**src/rtl/wdt_reg_sync_rx.sv**
```systemverilog
// Watchdog register-write CDC receiver (clk2 domain): turns the bus-side request toggle into
// watchdog value updates with one-cycle RVALID strobes, and returns an ack toggle.
//
// state | meaning
// IDLE  | waiting for a new request toggle; decodes and captures on arrival
// ISSUE | RVALID strobe high this cycle; ack toggles at the next edge
// ACK   | one idle cycle before another request may be taken
module wdt_reg_sync_rx #(
  parameter int unsigned              SYNC_STAGES = 2,
  parameter int unsigned              ADDR_W      = 16,
  parameter logic [ADDR_W-1:0]        ADDR_WDEN   = 16'h0100,
  parameter logic [ADDR_W-1:0]        ADDR_WDLIVE = 16'h0200,
  parameter logic [ADDR_W-1:0]        ADDR_WTOCNT = 16'h0300
) (
  input  logic              clk2,
  input  logic              rst2,
  input  logic              src_req_tog_i,
  input  logic [ADDR_W-1:0] src_addr_i,
  input  logic [31:0]       src_wdata_i,
  output logic              dst_ack_tog_o,
  output logic              WDEN,
  output logic              WDLIVE,
  output logic [31:0]       WTOCNT,
  output logic              WDEN_RVALID,
  output logic              WDLIVE_RVALID,
  output logic              WTOCNT_RVALID,
  output logic              bad_addr_o
);

  typedef enum logic [1:0] {ST_IDLE, ST_ISSUE, ST_ACK} state_e;

  state_e                 state_q, state_d;
  logic [SYNC_STAGES-1:0] sync_q;
  logic                   req_seen_q, req_seen_d;
  logic                   wden_q, wden_d;
  logic                   wdlive_q, wdlive_d;
  logic [31:0]            wtocnt_q, wtocnt_d;
  logic [2:0]             rvalid_q, rvalid_d;   // {wden, wdlive, wtocnt}
  logic                   ack_q, ack_d;
  logic                   bad_q, bad_d;

  logic sync_out;
  logic new_req;

  assign sync_out = sync_q[SYNC_STAGES-1];
  assign new_req  = sync_out ^ req_seen_q;

  always_ff @(posedge clk2 or posedge rst2) begin
    if (rst2) begin
      state_q    <= ST_IDLE;
      sync_q     <= '0;
      req_seen_q <= 1'b0;
      wden_q     <= 1'b0;
      wdlive_q   <= 1'b0;
      wtocnt_q   <= '0;
      rvalid_q   <= '0;
      ack_q      <= 1'b0;
      bad_q      <= 1'b0;
    end else begin
      state_q    <= state_d;
      sync_q     <= {sync_q[SYNC_STAGES-2:0], src_req_tog_i};
      req_seen_q <= req_seen_d;
      wden_q     <= wden_d;
      wdlive_q   <= wdlive_d;
      wtocnt_q   <= wtocnt_d;
      rvalid_q   <= rvalid_d;
      ack_q      <= ack_d;
      bad_q      <= bad_d;
    end
  end

  always_comb begin
    state_d = state_q;
    case (state_q)
      ST_IDLE:  if (new_req) state_d = ST_ISSUE;
      ST_ISSUE: state_d = ST_ACK;
      ST_ACK:   state_d = ST_IDLE;
      default:  state_d = ST_IDLE;
    endcase
  end

  // Strobes default low, so they are high only in the cycle after capture.
  always_comb begin
    req_seen_d = req_seen_q;
    wden_d     = wden_q;
    wdlive_d   = wdlive_q;
    wtocnt_d   = wtocnt_q;
    rvalid_d   = '0;
    ack_d      = ack_q;
    bad_d      = bad_q;
    if (state_q == ST_IDLE && new_req) begin
      req_seen_d = sync_out;
      if (src_addr_i == ADDR_WDEN) begin
        wden_d   = src_wdata_i[0];
        rvalid_d = 3'b100;
      end else if (src_addr_i == ADDR_WDLIVE) begin
        wdlive_d = src_wdata_i[0];
        rvalid_d = 3'b010;
      end else if (src_addr_i == ADDR_WTOCNT) begin
        wtocnt_d = src_wdata_i;
        rvalid_d = 3'b001;
      end else begin
        bad_d = 1'b1;
      end
    end
    if (state_q == ST_ISSUE) ack_d = ~ack_q;
  end

  assign dst_ack_tog_o = ack_q;
  assign WDEN          = wden_q;
  assign WDLIVE        = wdlive_q;
  assign WTOCNT        = wtocnt_q;
  assign WDEN_RVALID   = rvalid_q[2];
  assign WDLIVE_RVALID = rvalid_q[1];
  assign WTOCNT_RVALID = rvalid_q[0];
  assign bad_addr_o    = bad_q;

endmodule

```
**config.mk**
```make
export PLATFORM = sky130hd
export DESIGN_NAME = wdt_reg_sync_rx
export DESIGN_NICKNAME = d
export VERILOG_FILES = /design/src/rtl/wdt_reg_sync_rx.sv
export SDC_FILE = /design/constraint.sdc
export NUM_CORES = 1
export LEC_CHECK = 0
export ABC_CLOCK_PERIOD_IN_PS = 2100
export BUFFER_PORTS_ARGS = -buffer_cell sky130_fd_sc_hd__buf_4
export CORE_ASPECT_RATIO = 0.75
export CORE_MARGIN = 2
export CORE_UTILIZATION = 44
export DETAILED_ROUTE_END_ITERATION = 6
export PLACE_DENSITY = 0.87
export SYNTH_ARGS = -nofsm -noshare
export SYNTH_HDL_FRONTEND = slang
export SYNTH_SLANG_ARGS = --single-unit
```
**constraint.sdc**
```tcl
create_clock -name clk2 -period 2.1 [get_ports clk2]
set_input_delay 0.315 -clock clk2 [delete_from_list [all_inputs] [get_ports clk2]]
set_output_delay 0.315 -clock clk2 [all_outputs]
set_load 0.03 [all_outputs]
```
Yosys cells after proc, flatten, opt, wreduce, memory -nomap -nowiden
Index checks and enable logic that the tools add are counted.
- word-level logic and storage cells: 31
- input bits: 51
- register bits: 44
- output and inout port bits: 39
- equality and inequality tests: 5
- reduce and logical (&&, ||, !) cells: 6
- muxes and demuxes: 6
- bitwise operators: 5
- operators with widths (kind ; number):
    equality test 16 x 10 -> 1 bit (second input constant) ; 2
    equality test 16 x 9 -> 1 bit (second input constant) ; 1
    AND reduction 4 bit ; 2
    two-way mux 3 bit ; 2
    two-way mux 2 bit ; 2
    NOT 1 bit ; 4
    one-hot mux 2 bit (2 select lines) ; 1
    AND reduction 3 bit ; 1
    equality test 2 x 1 -> 1 bit (second input constant) ; 1
    zero test 2 bit ; 1
    != test 2 bit (second input constant) ; 1
    AND reduction 2 bit ; 1
    logical AND 1 bit ; 1
    two-way mux 1 bit ; 1
    bitwise XOR 1 bit ; 1

Logic depth before layout (Yosys ltp)
Gate-level depths: netlist of run 1.
- depth after elaboration: 5
- gate-level depth with buffers: 5
- depth with buffers taken out: 4

Worst setup path before layout of run 1
No wires, ideal clock.
- kind: input port to flip-flop
- start: in src_addr_i[1]
- end: reg wtocnt_q[0] (netlist: WTOCNT[0])
- required time: 1.973 ns
- setup slack: 0.273 ns
- cell stages on the path: 5
- setup time: 0.127 ns
- data arrival time: 1.699 ns
- path buffers: 1
- cell sequence: nor4_1 -> nand4_1 -> nor3_4 -> buf_6 -> mux2_1
- cells in the longest elaborated chain, start to end: 3
- elaborated cells between the ends (all ways): 6
- classes of those cells: eq/ne: 3; bitwise: 2; reduce/logical: 1
- ends and longest elaborated chain (item ; line ; text):
    start: declaration ; 18 ; input logic [ADDR_W-1:0] src_addr_i,
    equality test 16 x 10 -> 1 bit / equality test 16 x 9 -> 1 bit (equally long branches) ; 96, 93 ;
    NOT 1 bit (no line) ; n/a ;
    AND reduction 4 bit (no line) (*) ; n/a ;
    end signal: assignment ; 65 ; wtocnt_q <= wtocnt_d;
    end: declaration ; 37 ; logic [31:0] wtocnt_q, wtocnt_d;
Mark *: on every way between the ends. The rest lies on a longest branch, timed or not.
A chain may end at the register's enable or synchronous reset.

Final worst setup path of run 1
- start: reg state_q[1]
- end: reg wtocnt_q[31] (netlist: WTOCNT[31])
- cells in the longest elaborated chain, start to end: 3
- ends and longest elaborated chain (item ; line ; text):
    start: declaration ; 32 ; state_e state_q, state_d;
    start signal: assignment ; 60 ; state_q <= state_d;
    zero test 2 bit ; 91 ; if (state_q == ST_IDLE && new_req) begin
    logical AND 1 bit ; 91 ;
    AND reduction 4 bit (no line) ; n/a ;
Every way passes these cells.

==> results by group, run 1 <==
Cells and area
  • Commonest non-fill, non-tap cells in the layout: buf_4 (91), dfrtp_1 (44), mux2_1 (34)
  • Commonest non-fill, non-tap cell in the layout: buf_4
  • Final Non-Filler Cells: about 250
  • NumNets Final: approximately 250
  • Final Cell Area: roughly 2500 um^2
  • Area growth syn-to-layout: 50.8%
  • Fraction of layout cells with a size suffix above 1: ~52%
  • Ant diodes: 0

Global routing
  • All-Layer GR Usage: 17.3%
  • Antenna violations before repair: 0
  • Vias in the first global route: around 1200
  • Grt total ovfl: 0
  • Largest net degree at the start of global routing: 28
  • First-pass GRT wire length: about 5500 um

STA
  • Slew headroom: 58.2%
  • Max-slew violations: 0
  • RSZ-0062 raised after global routing: false
  • Finish-stage setup viols: 0
  • Fin Hold WS: ~0.032 ns
  • Worst-Margin Slew: between 0.6 and 0.7 ns
  • Fin crit share: 82.3%
  • Final worst path period need: around 1.7 ns
  • Post-route setup TNS: 0 ns
  • Hold Vio Cnt, Final: 0
  • Skew final: between 0.004 and 0.005 ns
  • FMAX: slightly below 600 MHz

Logic synthesis
  • Synth Net Count: between 150 and 200
  • Synth Area per Inst: roughly 16 um^2
  • Xor and xnor area share after synthesis: roughly 1.1%
  • Synth Area in Compound Gates: less than 1%
  • Seq/Total Area, Yosys: 66.0%
  • Seq cells post-synth: 44
  • Adder-cell area share of the yosys netlist: 0%
  • Mapped cell area: 1670 um^2
  • Main combinational cell family by area after synthesis: multiplexers
  • Post-synthesis mux area share: between 20% and 30%
  • Synth unique cells: 16
  • Mapped Cells: just over 100
  • Synth warnings: 0
  • Synth Area in Simple Gates: 6.15%

Worst setup path
  • Critical Path RT: 2.27 ns
  • Crit path max fanout: 15
  • R2R setup slack: about 0.37 ns
  • Worst setup EP type: flop
  • Crit path DAT: 1.90 ns
  • Critical path type: reg -> reg
  • CP Launch Type: flop

Detailed routing
  • 1st-pass router iterations: 2
  • Total number of vias: around 1200
  • Wirelength, routed: 3370 um
  • DRT iter0 DRCs: 61
  • WL/cell: approximately 13 um
  • # DRC: 0
  • DR vias/cell: 4.58
  • Final ANT Viol Nets: 0

Status
  • Outcome: completed

Clock tree
  • CTS Hold Bufs: 0
  • Worst-Skew Late Latency: roughly 0.29 ns
  • Htree depth: 2
  • Clock sink total: 44
  • CTS resizes: 0
  • CTS tree: yes
  • Clock slew at reported path FFs: 0.08 ns
  • Num CTS Buffers: 5
  • Clock root cell: clkbuf_8
  • Setup bufs post-CTS: 0
  • Clock Tree Buf Depth: 2

Floorplan
  • Starting Density: between 40 and 50%
  • Total I/O pin count: 90
  • Core area: roughly 3600 um^2
  • Row count: 19
  • Die Footprint: 4300 um^2
  • Die X: around 75 um
  • Die height: about 57 um

Power and ir drop
  • Leakage Power: about 1.4 nW
  • Peak VDD IR: around 0.46 mV
  • Power Density: between 600 and 700 nW/um^2
  • Pwr Total: ~1.7 mW

Place
  • Routability cong.: 0.702
  • IO Port Bufs: between 80 and 90
  • DP Cell Count: roughly 250
  • DP HPWL: around 2700 um
  • Placement-stage cell area: between 2000 and 2500 um^2

Min path
  • Worst Hold Class: in -> async

Flow run
  • Maxcap violations: 0
## power by group
group	internal, mW	leakage (nW)	switching [mW]
logic	0.109	0.764	0.115
clock network	0.262	0.0510	0.260
registers	0.887	0.598	0.0227
total	1.26	1.41	0.398
## critical path, cell delays in order, from the launching register on
cell     delay (ns)
dfrtp_1        0.38
nor2_1         0.15
nand2_1        0.21
nor3_4         0.33
buf_12         0.19
mux2_1         0.34
## metrics by stage
| step | setup WS, ns | util, % |
|---|---|---|
| global placement | 0.222 | 66.6 |
| floorplan | 0.273 | - |
| finish | 0.372 | 69.1 |
| detailed placement | 0.0929 | 66.6 |
| global route | 0.235 | 69.1 |
| CTS | 0.344 | 69.1 |
## area by class of cell
class	count	area [um^2]
fillers	270	1120
flip-flops and latches	44	1100
repair buffers	93	723
multi-input cells	53	522
clock buffers	6	82.6
well taps	52	65.1
inverters	3	11.3
clock inverters	2	10.0
## registers in the layout, indices dropped and copies added (netlist names)
name,count
dst_ack_tog_o,1
sync_q,2
req_seen_q,1
rvalid_q,3
state_q,2
bad_addr_o,1
WDLIVE,1
WTOCNT,32
WDEN,1
## layer usage
| metal | track usage [%] | share of wire, % |
|---|---|---|
| met5 | 0 | 0 |
| met4 | 6.12 | 0.98 |
| met3 | 7.24 | 12 |
| met2 | 26.2 | 47 |
| met1 | 22.4 | 39 |
## kinds of logic (layout without fill, tap and decap cells)
kind of cell / Yosys count / after routing
flip-flops: 44 / 44
multiplexers: 35 / 35
AND/OR/NAND/NOR: 15 / 15
buffers and inverters: 6 / 104
XOR/XNOR: 2 / 2
AO/OA/AOI/OAI: 1 / 1
## synthesized netlist by cell type
cell      count  share of area, %
nor3_4        1              0.98
xor2_1        2               1.1
nand2_1       2              0.45
nand4_1       1              0.38
mux2_1       34                23
o21bai_1      1              0.45
nor4_2        1              0.75
nor2_1        4              0.90
nor2b_1       1              0.38
nor3_1        1              0.30
nor4b_2       1              0.90
dfrtp_1      44                66
nor4_1        3               1.1
mux2_2        1              0.68
buf_6         3               2.0
inv_1         3              0.68
## worst paths after layout
kind	startpoint	endpoint	depth (start not counted)
max reg2reg	state_q[1]	WTOCNT[31]	5
min	rst2	WTOCNT[9]	2
min in group clk2	src_req_tog_i	sync_q[0]	1
max	state_q[1]	WTOCNT[31]	5
max in group asynchronous	rst2	WTOCNT[21]	3
min reg2reg	sync_q[0]	sync_q[1]	0
No activity file was read; power rests on OpenSTA's default activity.
==> inputs of run 2 (changes only) <==
--- a/config.mk
+++ b/config.mk
@@ -5,7 +5,7 @@
 export SDC_FILE = /design/constraint.sdc
 export NUM_CORES = 1
 export LEC_CHECK = 0
-export ABC_CLOCK_PERIOD_IN_PS = 2100
+export ABC_CLOCK_PERIOD_IN_PS = 1600
 export BUFFER_PORTS_ARGS = -buffer_cell sky130_fd_sc_hd__buf_4
 export CORE_ASPECT_RATIO = 0.75
 export CORE_MARGIN = 2
==> constraint.sdc (replaced) <==
create_clock -name clk2 -period 1.6 [get_ports clk2]
set_input_delay 0.24 -clock clk2 [delete_from_list [all_inputs] [get_ports clk2]]
set_output_delay 0.24 -clock clk2 [all_outputs]
set_load 0.03 [all_outputs]
==> run 2 against run 1 <==
Global-route usage is 0.71 points higher. Register-to-register slack worse by 0.36 ns. Combinational power is 49% higher. Clock skew rose by 0.0015 ns. Wire length increased by 13%. Setup slack worse by 0.36 ns. Utilization grew 5.6 points. Critical endpoint is now WDEN. Largest power group unchanged.
==> results by group, run 2 (same netlist as run 1, synthesis figures left out) <==
Worst setup path
  • CP Launch Type: flop
  • Worst setup EP type: flop
  • Critical Path RT: 1.77 ns (-0.50 ns)
  • Critical-path top delay cell: dfrtp_1
  • R2r startpoint: req_seen_q
  • Critical path type: reg -> reg
  • CP peak stage delay: 0.40 ns (+0.02 ns)
  • Crit path max fanout: 5 (-10)
  • Worst setup startpoint: req_seen_q
  • Crit path DAT: 1.75 ns (-0.15 ns)
  • CP bufs+invs: 1 (unchanged)
  • Critical path, cell by cell: xor2_1 > nand2_1 > buf_4 > nor4b_4 > mux2_1
  • R2R setup slack: 0.02 ns (-0.36 ns)
  • Crit-path leading delay family: flip-flops

Place
  • Pre-CTS WS: -0.246 ns (-0.338 ns)
  • IO Port Bufs: 89 (unchanged)
  • Routability cong.: 0.736 (+4.9%)
  • DP HPWL: 2670 um (-1.0%)
  • Placement-stage cell area: 2450 um^2 (+1.1%)

STA
  • Finish-stage setup viols: 0 (unchanged)
  • Final setup margin: 0.0168 ns (-0.355 ns)
  • FMAX: 632 MHz (+9.1%)
  • Worst-Margin Slew: 0.524 ns (-0.0991 ns)
  • RSZ-0062 raised after global routing: true
  • Max-slew violations: 0 (unchanged)
  • Skew final: 0.00578 ns (+0.00146 ns)
  • Slew headroom: 65.1% (+6.9 points)
  • Fin crit share: 98.9% (+17 points)
  • Hold Vio Cnt, Final: 0 (unchanged)
  • Final worst path period need: 1.58 ns (-0.145 ns)
  • Fin Hold WS: 0.0621 ns (+0.0297 ns)

Detailed routing
  • Met2 routed WL: 1860 um (+16%)
  • Met3 wire length: 335 um (-18%)
  • 1st-pass router iterations: 2 (unchanged)
  • # DRC: 0 (unchanged)
  • DRT iter0 DRCs: 34 (-44%)
  • WL/cell: 14.7 um (+11%)
  • Metal1 wirelength: 1600 um (+20%)
  • DR vias/cell: 4.69 (+2.2%)
  • DR top layer: met4
  • Total number of vias: 1209 (+4.2%)
  • Final ANT Viol Nets: 0 (unchanged)
  • Wirelength, routed: 3800 um (+13%)

Cells and area
  • Sequential cell area: 1100 um^2 (unchanged)
  • Area growth syn-to-layout: 62.9%
  • Finished Core Util: 74.7% (+5.6 points)
  • Max reg flops: 32 (unchanged)
  • Fraction of layout cells with a size suffix above 1: 65.5% (+13 points)
  • Fillers: 228 (-16%)
  • Multi-input logic area: 648 um^2 (+24%)
  • Commonest non-fill, non-tap cells in the layout: buf_4 (93), dfrtp_1 (44), mux2_4 (24)
  • Ant diodes: 0 (unchanged)
  • Commonest non-fill, non-tap cell in the layout: buf_4
  • NumNets Final: 256 (+2.0%)
  • Final Cell Area: 2720 um^2 (+8.1%)

Clock tree
  • Num CTS Buffers: 5 (unchanged)
  • Clock Tree Buf Depth: 2 (unchanged)
  • Worst-Skew Late Latency: 0.28 ns (about the same)
  • Clock root cell: clkbuf_8
  • Htree depth: 2 (unchanged)
  • CTS tree: yes
  • Clock sink total: 44 (unchanged)
  • Clock slew at reported path FFs: 0.07 ns (about the same)

Global routing
  • First-pass GRT wire length: 5680 um (+4.0%)
  • Largest net degree at the start of global routing: 45 (+61%)
  • Antenna violations before repair: 0 (unchanged)
  • Vias in the first global route: 1245 (+6.0%)
  • All-Layer GR Usage: 18.0% (+0.71 points)
  • Grt total ovfl: 0 (unchanged)

Status
  • Outcome: completed

Min path
  • Worst Hold Class: in -> reg
  • Hold_sp: src_req_tog_i

Flow run
  • Maxcap violations: 0 (unchanged)

Floorplan
  • Row count: 19 (unchanged)
  • Die X: 75.1 um (unchanged)
  • Core area: 3640 um^2 (unchanged)
  • Total I/O pin count: 90 (unchanged)
  • Starting Density: 45.9% (unchanged)
  • Die Footprint: 4300 um^2 (unchanged)
  • Die height: 57.3 um (unchanged)

Power and ir drop
  • Power Density: 815 nW/um^2 (+24%)
  • Pwr Total: 2.22 mW (+34%)
  • Leakage Power: 1.45 nW (+2.5%)
  • Peak VDD IR: 0.705 mV (+55%)
[run 2: cell types whose count changed in the layout (fill, tap and decap cells not counted), sizes merged]
cell / delta
clkinv: -2
clkbuf: +3
buf: +4
[run 2: layer usage]
layer,global-route usage (%),vias up
met5,0,-
met4,5.87,0
met3,6.54,2
met2,29.3,63
met1,22.2,583
li1,-,561
[run 2: worst paths after layout]
check	end	depth (start not counted)
max	WDEN	5
min	sync_q[0]	1
max reg2reg	WDEN	5
min reg2reg	sync_q[1]	0
max in group asynchronous	WTOCNT[14]	3
min in group asynchronous	WTOCNT[30]	3
[run 2: per-stage QoR]
stage | cells | setup TNS, ns
6_report | 258 | 0
5_1_grt | 258 | -2.11
4_1_cts | 257 | -1.67
3_5_place_dp | 246 | -6.65
3_3_place_gp | 246 | -4.37
2_1_floorplan | 103 | -2.20
[run 2: cell type report]
cell class	count	share of cell area (%)
flip-flops and latches	44	40.5
repair buffers	98	29.5
multi-input cells	53	23.8
clock buffers	8	3.31
well taps	52	2.39
inverters	3	0.414
[run 2: timing repair]
item | CTS | global route
hold buffers | 0 | 0
gates cloned | 1 | 1
pin swaps | 2 | 2
setup endpoints to repair | 33 | 34
buffers inserted | 2 | 0
resized for setup | 13 | 15
[run 2: power breakdown]
| part | switching [mW] | internal [mW] |
|---|---|---|
| sequential | 0.0319 | 1.16 |
| combinational | 0.169 | 0.165 |
| clock | 0.334 | 0.352 |
